--- src/rtl/util_io_loop_seq.sv ---
// Sweep controller for the util_io_loop self-test datapath: steps the loop through
// STEP_NUM baud settings, runs one stream per step and tallies compare errors.
module util_io_loop_seq #(
    parameter int unsigned STEP_NUM      = 8,
    parameter int unsigned TIMEOUT_W     = 24,
    parameter int unsigned SETTLE_CYCLES = 16
) (
    input  logic                 clk,
    input  logic                 rstn,
    input  logic                 start,
    input  logic                 abort,
    input  logic [11:0]          cfg_freq_base,
    input  logic [11:0]          cfg_freq_step,
    input  logic [15:0]          cfg_limit,
    input  logic [TIMEOUT_W-1:0] cfg_timeout,
    output logic                 loop_enable,
    output logic [11:0]          loop_baud_freq,
    output logic [15:0]          loop_baud_limit,
    output logic                 loop_stream_start,
    input  logic                 loop_stream_busy,
    input  logic                 loop_cmp_error,
    input  logic                 loop_cmp_error_valid,
    output logic                 busy,
    output logic                 done,
    output logic [7:0]           step_idx,
    output logic [31:0]          err_total,
    output logic [STEP_NUM-1:0]  fail_mask,
    output logic                 timeout_flag
);

    localparam int unsigned SETTLE_LAST = (SETTLE_CYCLES > 0) ? SETTLE_CYCLES - 1 : 0;
    localparam int unsigned SW          = (SETTLE_LAST > 0) ? $clog2(SETTLE_LAST + 1) : 1;
    localparam logic [7:0]  LAST_STEP   = 8'(STEP_NUM - 1);

    typedef enum logic [3:0] {
        S_IDLE,
        S_CFG,
        S_SETTLE,
        S_START,
        S_WAIT_BUSY,
        S_RUN,
        S_DRAIN,
        S_NEXT,
        S_DONE
    } state_t;

    state_t                state;
    state_t                state_nxt;
    logic [SW-1:0]         scnt;
    logic [TIMEOUT_W-1:0]  tcnt;
    logic [11:0]           freq_q;
    logic [15:0]           limit_q;
    logic [11:0]           freq_cfg;
    logic [STEP_NUM-1:0]   step_bit;
    logic                  settle_end;
    logic                  tmo_hit;
    logic                  timeout_evt;
    logic                  step_inc;
    logic                  sweep_clr;
    logic                  err_evt;

    assign settle_end = (scnt == SW'(SETTLE_LAST));
    assign tmo_hit    = (cfg_timeout != '0) && (tcnt == cfg_timeout - TIMEOUT_W'(1));
    assign freq_cfg   = cfg_freq_base + ({4'b0000, step_idx} * cfg_freq_step);
    assign step_bit   = STEP_NUM'(1) << step_idx;
    assign sweep_clr  = (state == S_IDLE) && start;
    assign err_evt    = ((state == S_RUN) || (state == S_DRAIN)) &&
                        loop_cmp_error_valid && loop_cmp_error;

    always_comb begin
        state_nxt   = state;
        timeout_evt = 1'b0;
        step_inc    = 1'b0;
        case (state)
            S_IDLE:      if (start) state_nxt = S_CFG;
            S_CFG:       state_nxt = S_SETTLE;
            S_SETTLE:    if (settle_end) state_nxt = S_START;
            S_START:     state_nxt = S_WAIT_BUSY;
            S_WAIT_BUSY: begin
                if (loop_stream_busy) begin
                    state_nxt = S_RUN;
                end else if (tmo_hit) begin
                    state_nxt   = S_NEXT;
                    timeout_evt = 1'b1;
                end
            end
            S_RUN: begin
                if (!loop_stream_busy) begin
                    state_nxt = S_DRAIN;
                end else if (tmo_hit) begin
                    state_nxt   = S_NEXT;
                    timeout_evt = 1'b1;
                end
            end
            S_DRAIN:     if (settle_end) state_nxt = S_NEXT;
            S_NEXT: begin
                if (step_idx == LAST_STEP) begin
                    state_nxt = S_DONE;
                end else begin
                    state_nxt = S_CFG;
                    step_inc  = 1'b1;
                end
            end
            S_DONE:      state_nxt = S_IDLE;
            default:     state_nxt = S_IDLE;
        endcase
        // abort overrides every transition and suppresses its side effects
        if (abort && (state != S_IDLE)) begin
            state_nxt   = S_IDLE;
            timeout_evt = 1'b0;
            step_inc    = 1'b0;
        end
    end

    always_comb begin
        loop_enable       = 1'b0;
        loop_stream_start = 1'b0;
        case (state)
            S_SETTLE, S_RUN, S_DRAIN: loop_enable = 1'b1;
            S_START, S_WAIT_BUSY: begin
                loop_enable       = 1'b1;
                loop_stream_start = 1'b1;
            end
            default: ;
        endcase
        busy = (state != S_IDLE);
        done = (state == S_DONE);
        // CFG presents the freshly computed setting; later states hold what CFG sampled
        loop_baud_freq  = (state == S_CFG) ? freq_cfg  : freq_q;
        loop_baud_limit = (state == S_CFG) ? cfg_limit : limit_q;
    end

    always_ff @(posedge clk or negedge rstn) begin
        if (!rstn) begin
            state <= S_IDLE;
            scnt  <= '0;
            tcnt  <= '0;
        end else begin
            state <= state_nxt;
            if (state_nxt != state) begin
                scnt <= '0;
                tcnt <= '0;
            end else begin
                if ((state == S_SETTLE) || (state == S_DRAIN)) scnt <= scnt + SW'(1);
                if ((state == S_WAIT_BUSY) || (state == S_RUN)) tcnt <= tcnt + TIMEOUT_W'(1);
            end
        end
    end

    always_ff @(posedge clk or negedge rstn) begin
        if (!rstn) begin
            freq_q  <= '0;
            limit_q <= '0;
        end else if (state == S_CFG) begin
            freq_q  <= freq_cfg;
            limit_q <= cfg_limit;
        end
    end

    always_ff @(posedge clk or negedge rstn) begin
        if (!rstn) begin
            step_idx     <= '0;
            err_total    <= '0;
            fail_mask    <= '0;
            timeout_flag <= 1'b0;
        end else if (sweep_clr) begin
            step_idx     <= '0;
            err_total    <= '0;
            fail_mask    <= '0;
            timeout_flag <= 1'b0;
        end else begin
            if (step_inc) step_idx <= step_idx + 8'd1;
            if (timeout_evt) timeout_flag <= 1'b1;
            if (timeout_evt || err_evt) fail_mask <= fail_mask | step_bit;
            if (err_evt && (err_total != '1)) err_total <= err_total + 32'd1;
        end
    end

endmodule
--- config.mk ---
export PLATFORM = sky130hd
export DESIGN_NAME = util_io_loop_seq
export DESIGN_NICKNAME = d
export VERILOG_FILES = /design/src/rtl/util_io_loop_seq.sv
export SDC_FILE = /design/constraint.sdc
export NUM_CORES = 1
export LEC_CHECK = 0
export BUFFER_PORTS_ARGS = -buffer_cell sky130_fd_sc_hd__buf_2
export CORE_MARGIN = 1
export CORE_UTILIZATION = 32
export CTS_BUF_LIST = sky130_fd_sc_hd__clkbuf_2 sky130_fd_sc_hd__clkbuf_4 sky130_fd_sc_hd__clkbuf_8
export DETAILED_ROUTE_END_ITERATION = 10
export GPL_TIMING_DRIVEN = 0
export PLACE_DENSITY = 0.54
export SLEW_MARGIN = 10
export SYNTH_ARGS = -nofsm -noshare
export SYNTH_HDL_FRONTEND = slang
export SYNTH_SLANG_ARGS = --single-unit
--- constraint.sdc ---
create_clock -name clk -period 4.7 [get_ports clk]
set_clock_uncertainty 0.2 [all_clocks]
set_input_delay 0.235 -clock clk [delete_from_list [all_inputs] [get_ports clk]]
set_output_delay 0.235 -clock clk [all_outputs]
set_load 0.01 [all_outputs]
# Yosys cells after proc, flatten, opt, wreduce, memory -nomap -nowiden
# Index checks and enable logic that the tools add are counted.
totals:
  wordCells: 85
  regBits: 109
  out_inout_bits: 81
  latch_bits: 0
  memories: 0
  romBits: 0
  ram_bits: 0
op_classes:
  n_shift: 1
  bitwise: 1
  n_mux: 33
  n_lt_le_gt_ge: 0
  eq_ne: 13
  n_div: 0
  add_sub_neg: 6
  n_reduce_logical: 21
  mul: 1
ops:
  columns: ["op", "count"]
  rows:
  - ["32-bit two-way mux", 2]
  - ["24-bit two-way mux", 2]
  - ["4-bit two-way mux", 10]
  - ["32-bit by 1-bit adder with 32-bit output (second input constant)", 1]
  - ["8-bit two-way mux", 4]
  - ["32-bit != test (second input constant)", 1]
  - ["4-bit case mux with 8 select lines", 1]
  - ["24-bit by 1-bit adder with 24-bit output (second input constant)", 1]
  - ["24-bit equality test", 1]
  - ["24-bit nonzero test", 1]
  - ["24-bit by 1-bit subtractor with 24-bit output (second input constant)", 1]
  - ["4-bit by 3-bit equality test with 1-bit output (second input constant)", 4]
  - ["16-bit two-way mux", 1]
  - ["12-bit adder", 1]
  - ["8-bit by 12-bit multiplier with 12-bit output", 1]
  - ["12-bit two-way mux", 1]
  - ["2-bit nonzero test", 6]
  - ["1-bit two-way mux", 11]
  - ["8-bit by 1-bit adder with 8-bit output (second input constant)", 1]
  - ["4-bit by 2-bit equality test with 1-bit output (second input constant)", 2]
  - ["4-bit equality test (second input constant)", 2]
  - ["8-bit by 3-bit equality test with 1-bit output (second input constant)", 1]
  - ["8-bit bitwise OR", 1]
  - ["1-bit by 8-bit left shift with 8-bit output (first input constant)", 1]
  - ["other kinds (10)", 18]

# Longest topological paths before layout
# Gate-level depths: netlist of the first run.
logic_depth:
  depth_word: 10
  mapped_depth: 21
  ltp_nobuf: 19

# Least setup slack after synthesis of the first run
# OpenSTA, ideal clock, no wires.
synth_path:
  kind: "register to output"
  from: "register step_idx[0]"
  to: "output port loop_baud_freq[10]"
  required_time_ns: 4.265
  stages_incl_launch_ff: 20
  arrival_ns: 4.538
  path_slack_ns: -0.273
  n_path_buf: 2
  path_cell_list: "dfrtp_1 -> clkbuf_1 -> buf_1 -> nand2_1 -> fa_1 -> fa_1 -> inv_1 -> ha_1 -> inv_1 -> fa_1 -> inv_1 -> ha_1 -> a21o_1 -> a21oi_1 -> o21bai_1 -> a21oi_1 -> o21bai_1 -> a21oi_1 -> xor2_1 -> o21ai_0"
synth_via:
  elab_chain_cells: 3
synth_rtl:
  columns: ["element", "line_no", "text"]
  rows:
  - ["from (decl)", "25", "output logic [7:0] step_idx,"]
  - ["from (signal assigned)", "172", "if (step_inc) step_idx <= step_idx + 8'd1;"]
  - ["8-bit by 12-bit multiplier with 12-bit output", "64", "assign freq_cfg = cfg_freq_base + ({4'b0000, step_idx} * cfg_freq_step);"]
  - ["12-bit adder", "64", null]
  - ["12-bit two-way mux", null, null]
  - ["to (decl)", "17", "output logic [11:0] loop_baud_freq,"]
# No other way between the ends.

# Worst setup path in the final report of the first run
# Ends and elaborated chain as after synthesis.

==> out/results.ini, run 1 <==
[route]
first_pass_iters=5
routed_wl_um=22200
drcViolationCount=0
drtAntennaViolNets=0
via_per_inst=4.83
vias=7177
drt_iter0_drc=357
post_drt_wl_per_cell_um=15.0

[final_layout]
area_growth_pct=23.6
finalNonFillerCells=1487
utilization=0.405
layout.area.seq_um2=2740
fill_cells=2592
drive_gt1_frac=0.219
fin_area_um2=10300
multi_input_area_um2=5210
nNetsFinal=1293

[global_routing]
grt_pass1_vias=7105
grt_overflow=0
grtUsageTotal=0.173
antenna_found_initial=2
grt_pass1_wl_um=35900
grt_start_max_net_pins=72

[power]
ir_worst_vdd_uv=200
leakagePower_nw=4.76
fin_total_pwr_mw=3.04
power_density_nw_per_um2=296

[synthesis]
yosys-top-cells-area=dfrtp_1, fa_1, nand2_1
syn-num-nets=1094
ys_types=58
async_flop_share=1.00
synth.avg_cell_area_um2=8.73
ys_ff_latch=109
ys_seq_area_frac=0.329
synth.largest_area_cell=dfrtp_1
yosysWarningCount=0
synth_ff_type=dfrtp_1
yosys.area.top_type_share=0.329
synth-edff-count=0
postSynthCellCount=951
synth_area_um2=8300

[timing]
rsz0062_at_grt=yes
setup_viol=5
period_share=1.07
final_period_minus_worst_setup_slack_ns=5.05
hold_viol_final=0
timing.fmax_mhz=198
slew_headroom=0.239
slew_viol_final=0
worst_pin_slew_ns=1.11
timing.final.ws_setup_ns=-0.352

[min_path]
hold_class=input port to register
hold-path-cell-count=3
worstHoldStart=abort
min_to=state[3]

[critical_path]
cp.required_ns=4.26
start_kind=register
r2r_start=step_idx[1]
worst_r2r_path_depth=15
cp_max_fo=5
criticalPathCategory=register to output port
r2r_slack_ns=0.23
r2r-end=freq_q[11]
arrival_ns=4.62
cp-end-kind=output port

[clock_tree]
cts_root_buf=clkbuf_8
path_clk_slew_ns=0.11
clock_latency_ns=0.39
clockBufferDepth=2
numClockSinks=109
numCtsBuffers=9
cts_tree=yes
h-tree-depth=3

[floorplan]
die_area_um2=26600
core-area_um2=25300
initial_core_util=0.328
die_width_um=163
ioPinCount=152
die_h_um=163
row_count=58

[outcome]
failed_checks=setup timing
status=complete, but fails checks

[place]
port_buffers=151
place_area_um2=9510
pre_cts_ws_ns=-0.712
gp_congestion=0.828
dpl.hpwl_um=16700
dp_cells=1433

[job]
max_cap_viol_count=0

[registers in the layout (all words and copies together) (netlist names)]
name          count
err_total        32
fail_mask         8
freq_q           12
limit_q          16
scnt              4
state             4
step_idx          8
tcnt             24
timeout_flag      1
[metrics by stage]
step           TNS (ns)  hold slack [ns]
2_1_floorplan         0           -0.261
3_3_place_gp      -2.78            0.246
3_5_place_dp      -3.08          -0.0155
4_1_cts           -1.66           0.0351
5_1_grt           -2.13           0.0395
6_report          -1.11           0.0563
[critical path, stage by stage, from the launching register on]
cell	delay, ns
dfrtp_2	0.45
buf_8	0.14
nand2_4	0.06
fa_1	0.43
fa_1	0.54
inv_2	0.05
ha_4	0.25
inv_2	0.03
fa_1	0.54
inv_1	0.06
ha_1	0.26
a21o_1	0.19
a21oi_2	0.15
o21bai_1	0.09
a21oi_2	0.20
o21bai_1	0.08
a21oi_1	0.17
xor2_1	0.26
o21ai_1	0.11
buf_2	0.16
[cells by family after synthesis]
group | share of synthesized area
AO/OA/AOI/OAI | 0.0746
XOR/XNOR | 0.112
adder cells (fa/ha/maj) | 0.150
buffers and inverters | 0.0605
flip-flops | 0.329
multiplexers | 0.00859
AND/OR/NAND/NOR | 0.266
[synthesized netlist by cell type, types with 6 or more instances]
library cell	n
nand2_1	155
dfrtp_1	109
inv_1	83
nor2_1	79
xnor2_1	59
xor2_1	47
fa_1	46
nand3_1	36
clkbuf_1	34
and2_1	32
o21ai_0	29
ha_1	26
nand4_1	24
nor4_1	21
a21oi_1	15
nor3_1	14
and3_1	13
or3_1	13
nor4_2	9
nand2b_1	8
nor2b_1	8
or4_1	7
a31oi_1	6
mux2i_1	6
[cell usage in the layout (no fill, tap or decap), types with 6 or more instances in the layout]
| cell | Yosys | final |
|---|---|---|
| a21oi_1 | 15 | 11 |
| a31oi_1 | 6 | 6 |
| and2_1 | 32 | 32 |
| and3_1 | 13 | 13 |
| buf_2 | 2 | 152 |
| buf_4 | 0 | 25 |
| clkbuf_1 | 34 | 25 |
| clkbuf_8 | 0 | 9 |
| dfrtp_1 | 109 | 102 |
| dfrtp_2 | 0 | 7 |
| dlygate4sd3_1 | 0 | 18 |
| fa_1 | 46 | 43 |
| ha_1 | 26 | 21 |
| inv_1 | 83 | 76 |
| inv_2 | 0 | 7 |
| mux2i_1 | 6 | 6 |
| nand2_1 | 155 | 152 |
| nand2b_1 | 8 | 8 |
| nand3_1 | 36 | 36 |
| nand4_1 | 24 | 24 |
| nor2_1 | 79 | 79 |
| nor2b_1 | 8 | 8 |
| nor3_1 | 14 | 14 |
| nor4_1 | 21 | 21 |
| nor4_2 | 9 | 9 |
| o21ai_0 | 29 | 22 |
| or3_1 | 13 | 13 |
| or4_1 | 7 | 7 |
| xnor2_1 | 59 | 56 |
| xor2_1 | 47 | 47 |
[power by group]
group	leakage [nW]	switching [mW]	total [mW]	internal, mW
Clock	0.115	0.367	0.676	0.308
Combinational	3.18	0.811	1.24	0.431
Sequential	1.46	0.0476	1.12	1.07
[final cells by class]
type / instances / area share
Tap cell: 330 / 0.0402
Timing Repair Buffer: 196 / 0.114
Clock buffer: 9 / 0.0121
Antenna cell: 2 / 0.000488
Sequential cell: 109 / 0.267
Multi-Input combinational cell: 715 / 0.508
Inverter: 83 / 0.0304
Buffer: 36 / 0.0178
Clock inverter: 7 / 0.0101
[worst max-delay path by stage]
stage                      from            endpoint  slack, ns  depth (start not counted)
floorplan           step_idx[1]  loop_baud_freq[10]     0.0008                         19
global placement    step_idx[2]  loop_baud_freq[10]      -0.67                         21
detailed placement  step_idx[2]  loop_baud_freq[10]      -0.71                         21
CTS                 step_idx[0]  loop_baud_freq[10]      -0.50                         20
global route        step_idx[1]  loop_baud_freq[10]      -0.59                         19
finish              step_idx[0]  loop_baud_freq[10]      -0.35                         19
[metal layers]
| metal | global-route usage | wire, um | up-vias | part of all wire |
|---|---|---|---|---|
| li1 | - | - | 3569 | - |
| met1 | 0.227 | 10300 | 3420 | 0.46 |
| met2 | 0.280 | 10200 | 165 | 0.46 |
| met3 | 0.0383 | 1350 | 23 | 0.061 |
| met4 | 0.0561 | 412 | 0 | 0.019 |
| met5 | 0 | 0 | - | 0 |
[repair_timing]
action | in CTS | in global routing
hold buffers | 18 | 0
gates resized for setup | 37 | 21
hold endpoints to repair | 126 | 0
pin swaps | 25 | 23
endpoints found under the setup margin | 12 | 9
setup buffers | 19 | 9
No activity file was read; power rests on OpenSTA's default activity.
==> inputs of run 2 (changes only) <==
- MAX_ROUTING_LAYER: not set -> met4
- SLEW_MARGIN: 10 -> 20
==> run 2 against run 1 <==
The flow still finishes with violations (setup timing). Sequential power about the same. Flip-flop and latch count unchanged. Final area unchanged. Largest cell class unchanged. Register-to-register slack about the same. Total power about the same. First-iteration DRC count up 2.5%. Critical endpoint unchanged. Cell count unchanged. Critical path depth unchanged. Maximum frequency down 0.17%.
==> out/results.ini, run 2 (synthesis gave the netlist of run 1 again) <==
[outcome]
status=complete, but fails checks
failed_checks=setup timing

[timing]
slew_viol_final=0
holdWs_ns=0.0560
fin_setup_tns_ns=-1.12
setup_viol=5
timing.fmax_mhz=198
rsz0062_at_grt=yes
period_share=1.08
timing.final.ws_setup_ns=-0.360
final_period_minus_worst_setup_slack_ns=5.06
slew_headroom=0.247
worst_pin_slew_ns=1.10
hold_viol_final=0

[clock_tree]
cts_tree=yes
numClockSinks=109
clockBufferDepth=2
path_clk_slew_ns=0.11
cts_root_buf=clkbuf_8
numCtsBuffers=9
h-tree-depth=3
clock_latency_ns=0.40

[global_routing]
grt_start_max_net_pins=72
grt_pass1_vias=7113
grtUsageTotal=0.178
grt_pass1_wl_um=35900
antenna_found_initial=2
grt_overflow=0

[critical_path]
cp_num_buf_inv=5
cp_max_fo=5
path_delay_family=adder cells
worst_r2r_path_depth=15
cp.required_ns=4.26
slowest_delay_ns=0.54
cp-end-kind=output port
crit_slowest_cell=fa_1
worst_path_most_repeated_cell=fa_1
criticalPathCategory=register to output port
start_kind=register
crit_chain=buf_8 > nand2_4 > fa_1 > fa_1 > inv_2 > ha_4 > inv_2 > fa_1 > inv_1 > ha_1 > a21o_1 > a21oi_2 > o21bai_1 > a21oi_2 > o21bai_1 > a21oi_1 > xor2_1 > o21ai_1 > buf_2
crit_cells=19
arrival_ns=4.63

[floorplan]
die_area_um2=26600
die_h_um=163
initial_core_util=0.328
die_width_um=163
row_count=58
ioPinCount=152
core-area_um2=25300

[final_layout]
nNetsFinal=1293
largest_reg_flops=32
top_register=err_total
reg_top3=err_total: 32 flops, tcnt: 24 flops, limit_q: 16 flops
layout_common_cells=nand2_1, buf_2, dfrtp_1
drive_gt1_frac=0.219
fin_area_um2=10300
utilization=0.405
area_growth_pct=23.6
finalNonFillerCells=1487

[route]
drtAntennaViolNets=0
dr_wl_met2_um=10200
vias=7172
dr_wl_met3_um=1180
via_per_inst=4.82
top_layer=met4
post_drt_wl_per_cell_um=15.0
drcViolationCount=0
wl_met1_um=10500
routed_wl_um=22300
drt_iter0_drc=366
first_pass_iters=5

[place]
gp_congestion=0.841
pre_cts_ws_ns=-0.712
port_buffers=151
place_area_um2=9510
dp_cells=1433
dpl.hpwl_um=16700

[power]
fin_total_pwr_mw=3.04
power_density_nw_per_um2=296
ir_worst_vdd_uv=200
leakagePower_nw=4.76

[min_path]
hold_class=input port to register
hold-path-cell-count=3

[job]
max_cap_viol_count=0

[run 2: cell counts in the layout (fill, tap and decap cells not counted)]
Identical to the previous run, type by type.
[run 2: area by class of cell]
type,instances,area (um2)
diodes,2,5.00
plain buffers,36,183
clock buffers,9,124
clock inverters,7,104
fillers,2592,15100
inverters,83,312
multi-input cells,715,5210
flip-flops and latches,109,2740
well taps,330,413
repair buffers,196,1170
[run 2: path summary, 6_finish.rpt]
kind	from	endpoint	slack [ns]
setup / recovery	step_idx[0]	loop_baud_freq[10]	-0.36
hold / removal	abort	state[3]	0.06
setup reg to reg	step_idx[1]	freq_q[11]	0.22
hold reg to reg	limit_q[8]	limit_q[8]	0.28
max in group asynchronous	rstn	step_idx[0]	3.51
min in group asynchronous	rstn	err_total[26]	0.11
[run 2: power by group]
group	switching [mW]	internal [mW]	leakage [nW]
sequential	0.0473	1.07	1.46
clock	0.368	0.308	0.115
combinational	0.811	0.431	3.18
total	1.23	1.81	4.76
[run 2: timing repair]
action                                  4_1_cts  5_1_grt
endpoints found under the hold margin       126        0
endpoints found under the setup margin       12        9
buffers inserted                             19        9
hold buffers                                 18        0
resized for setup                            37       21
pin swaps                                    25       23
[run 2: metal layers]
| layer | global-route usage | up-vias |
|---|---|---|
| met2 | 0.279 | 148 |
| li1 | - | 3569 |
| met1 | 0.230 | 3430 |
| met4 | 0.0573 | 0 |
| met5 | - | - |
| met3 | 0.0340 | 25 |
[run 2: worst reg2reg max path: stages, from the launching register on]
cell,delay (ns)
dfrtp_1,0.40
buf_8,0.15
buf_4,0.14
buf_4,0.18
nand2_1,0.10
fa_1,0.48
fa_1,0.53
fa_1,0.44
fa_1,0.58
inv_1,0.05
ha_1,0.33
a21o_1,0.17
a31oi_1,0.18
xnor2_1,0.19
o21ai_1,0.11
buf_4,0.16
==> inputs of run 3 (changes only) <==
- CELL_PAD_IN_SITES_DETAIL_PLACEMENT: not set -> 1
- CELL_PAD_IN_SITES_GLOBAL_PLACEMENT: not set -> 2
- CTS_CLUSTER_SIZE: not set -> 12
- PLACE_DENSITY: 0.54 -> 0.81
==> run 3 against run 2 <==
The flow still finishes with violations (setup timing). Flip-flop and latch count did not move. Via count rose by 2.8%. Wire length rose by 8.8%. Final area rose by 1.1%. Sequential share of layout area fell by 0.31 points. Worst hold slack got worse by 0.027 ns. Maximum frequency fell by 0.52%. Register-to-register slack got worse by 0.35 ns.
==> out/results.ini, run 3 (synthesis gave the netlist of run 1 again) <==
[route]
drcViolationCount=0
first_pass_iters=4
routed_wl_um=24300
vias=7370
via_per_inst=4.93
post_drt_wl_per_cell_um=16.2
drt_iter0_drc=370
drtAntennaViolNets=0

[place]
place_area_um2=9510
dp_cells=1433
dpl.hpwl_um=17800
gp_congestion=0.835
pre_cts_ws_ns=-0.634
port_buffers=151

[critical_path]
cp_max_fo=6
arrival_ns=4.65
cp.required_ns=4.26
cp-end-kind=output port
start_kind=register
criticalPathCategory=register to output port

[timing]
holdWs_ns=0.0290
timing.fmax_mhz=197
rsz0062_at_grt=yes
timing.final.ws_setup_ns=-0.387
final_period_minus_worst_setup_slack_ns=5.09
slew_viol_final=0
slew_headroom=0.294
period_share=1.08
worst_pin_slew_ns=1.03
fin_setup_tns_ns=-1.39
setup_viol=6
hold_viol_final=0

[clock_tree]
h-tree-depth=3
clockBufferDepth=2
numCtsBuffers=9
cts_root_buf=clkbuf_8
cts_tree=yes
path_clk_slew_ns=0.12
numClockSinks=109
clock_latency_ns=0.40

[global_routing]
grt_pass1_wl_um=39600
grtUsageTotal=0.194
antenna_found_initial=1
grt_start_max_net_pins=56
grt_pass1_vias=7584
grt_overflow=0

[floorplan]
die_area_um2=26600
die_h_um=163
initial_core_util=0.328
ioPinCount=152
die_width_um=163
core-area_um2=25300
row_count=58

[final_layout]
final_common_cell=buf_2
multi_input_area_um2=5270
top_register=err_total
largest_reg_flops=32
drive_gt1_frac=0.231
reg_top3=err_total: 32 flops, tcnt: 24 flops, limit_q: 16 flops
fill_cells=3038
layout_common_cells=buf_2, nand2_1, dfrtp_1
layout.area.seq_um2=2740
finalNonFillerCells=1496
fin_area_um2=10400
nNetsFinal=1303
area_growth_pct=25.0

[min_path]
hold_class=input port to register

[power]
power_density_nw_per_um2=299
leakagePower_nw=4.80
ir_worst_vdd_uv=151

[outcome]
failed_checks=setup timing
status=complete, but fails checks

[job]
max_cap_viol_count=0

-- run 3: final timing paths --
path                             start            endpoint  slack (ns)  depth (start not counted)
hold / removal                   abort            state[3]        0.03                          3
hold reg to reg             limit_q[6]          limit_q[6]        0.28                          2
setup reg to reg           step_idx[0]          freq_q[10]       -0.13                         22
max in group asynchronous         rstn        timeout_flag        3.46                          3
min in group asynchronous         rstn           freq_q[9]        0.13                          2
setup / recovery           step_idx[0]  loop_baud_freq[10]       -0.39                         19
-- run 3: worst max-delay path, cell delays in order (launching register included) --
cell and delay [ns]:
dfrtp_1 0.44, buf_8 0.16, nand2_4 0.06, fa_1 0.48, fa_1 0.57, inv_2 0.06, ha_4 0.26, inv_2 0.04
fa_2 0.57, inv_2 0.05, ha_4 0.20, a21o_1 0.19, a21oi_2 0.19, o21bai_2 0.09, a21oi_2 0.19, o21bai_1 0.09
a21oi_1 0.17, xor2_1 0.17, o21ai_1 0.10, buf_2 0.16
-- run 3: repair_timing --
| action | in CTS | in global routing |
|---|---|---|
| setup buffers | 23 | 14 |
| endpoints found under the hold margin | 71 | 0 |
| pin swaps | 35 | 22 |
| hold buffers | 18 | 0 |
| endpoints found under the setup margin | 12 | 9 |
| resized for setup | 49 | 23 |
-- run 3: metal layers --
metal / global-route usage / part of all wire / vias to the layer above
li1: - / - / 3573
met1: 0.249 / 0.47 / 3678
met2: 0.328 / 0.50 / 105
met3: 0.0218 / 0.023 / 14
met4: 0.0442 / 0.013 / 0
met5: - / 0 / -
-- run 3: per-stage QoR --
step,utilization,total power [mW]
5_1_grt,0.410,3.32
3_3_place_gp,0.374,2.34
2_1_floorplan,-,1.86
3_5_place_dp,0.375,2.36
4_1_cts,0.404,3.10
6_report,0.410,3.10
-- run 3: power breakdown --
part / total, mW / switching [mW] / internal, mW
sequential: 1.12 / 0.0495 / 1.07
combinational: 1.35 / 0.842 / 0.504
clock: 0.634 / 0.414 / 0.219
total: 3.10 / 1.31 / 1.79
-- run 3: final cells by class --
class | instances | share of cell area
multi-input cells | 715 | 0.508
flip-flops and latches | 109 | 0.264
repair buffers | 204 | 0.120
well taps | 330 | 0.0398
inverters | 83 | 0.0300
plain buffers | 38 | 0.0191
clock buffers | 9 | 0.0119
clock inverters | 7 | 0.00808
diodes | 1 | 0.000241
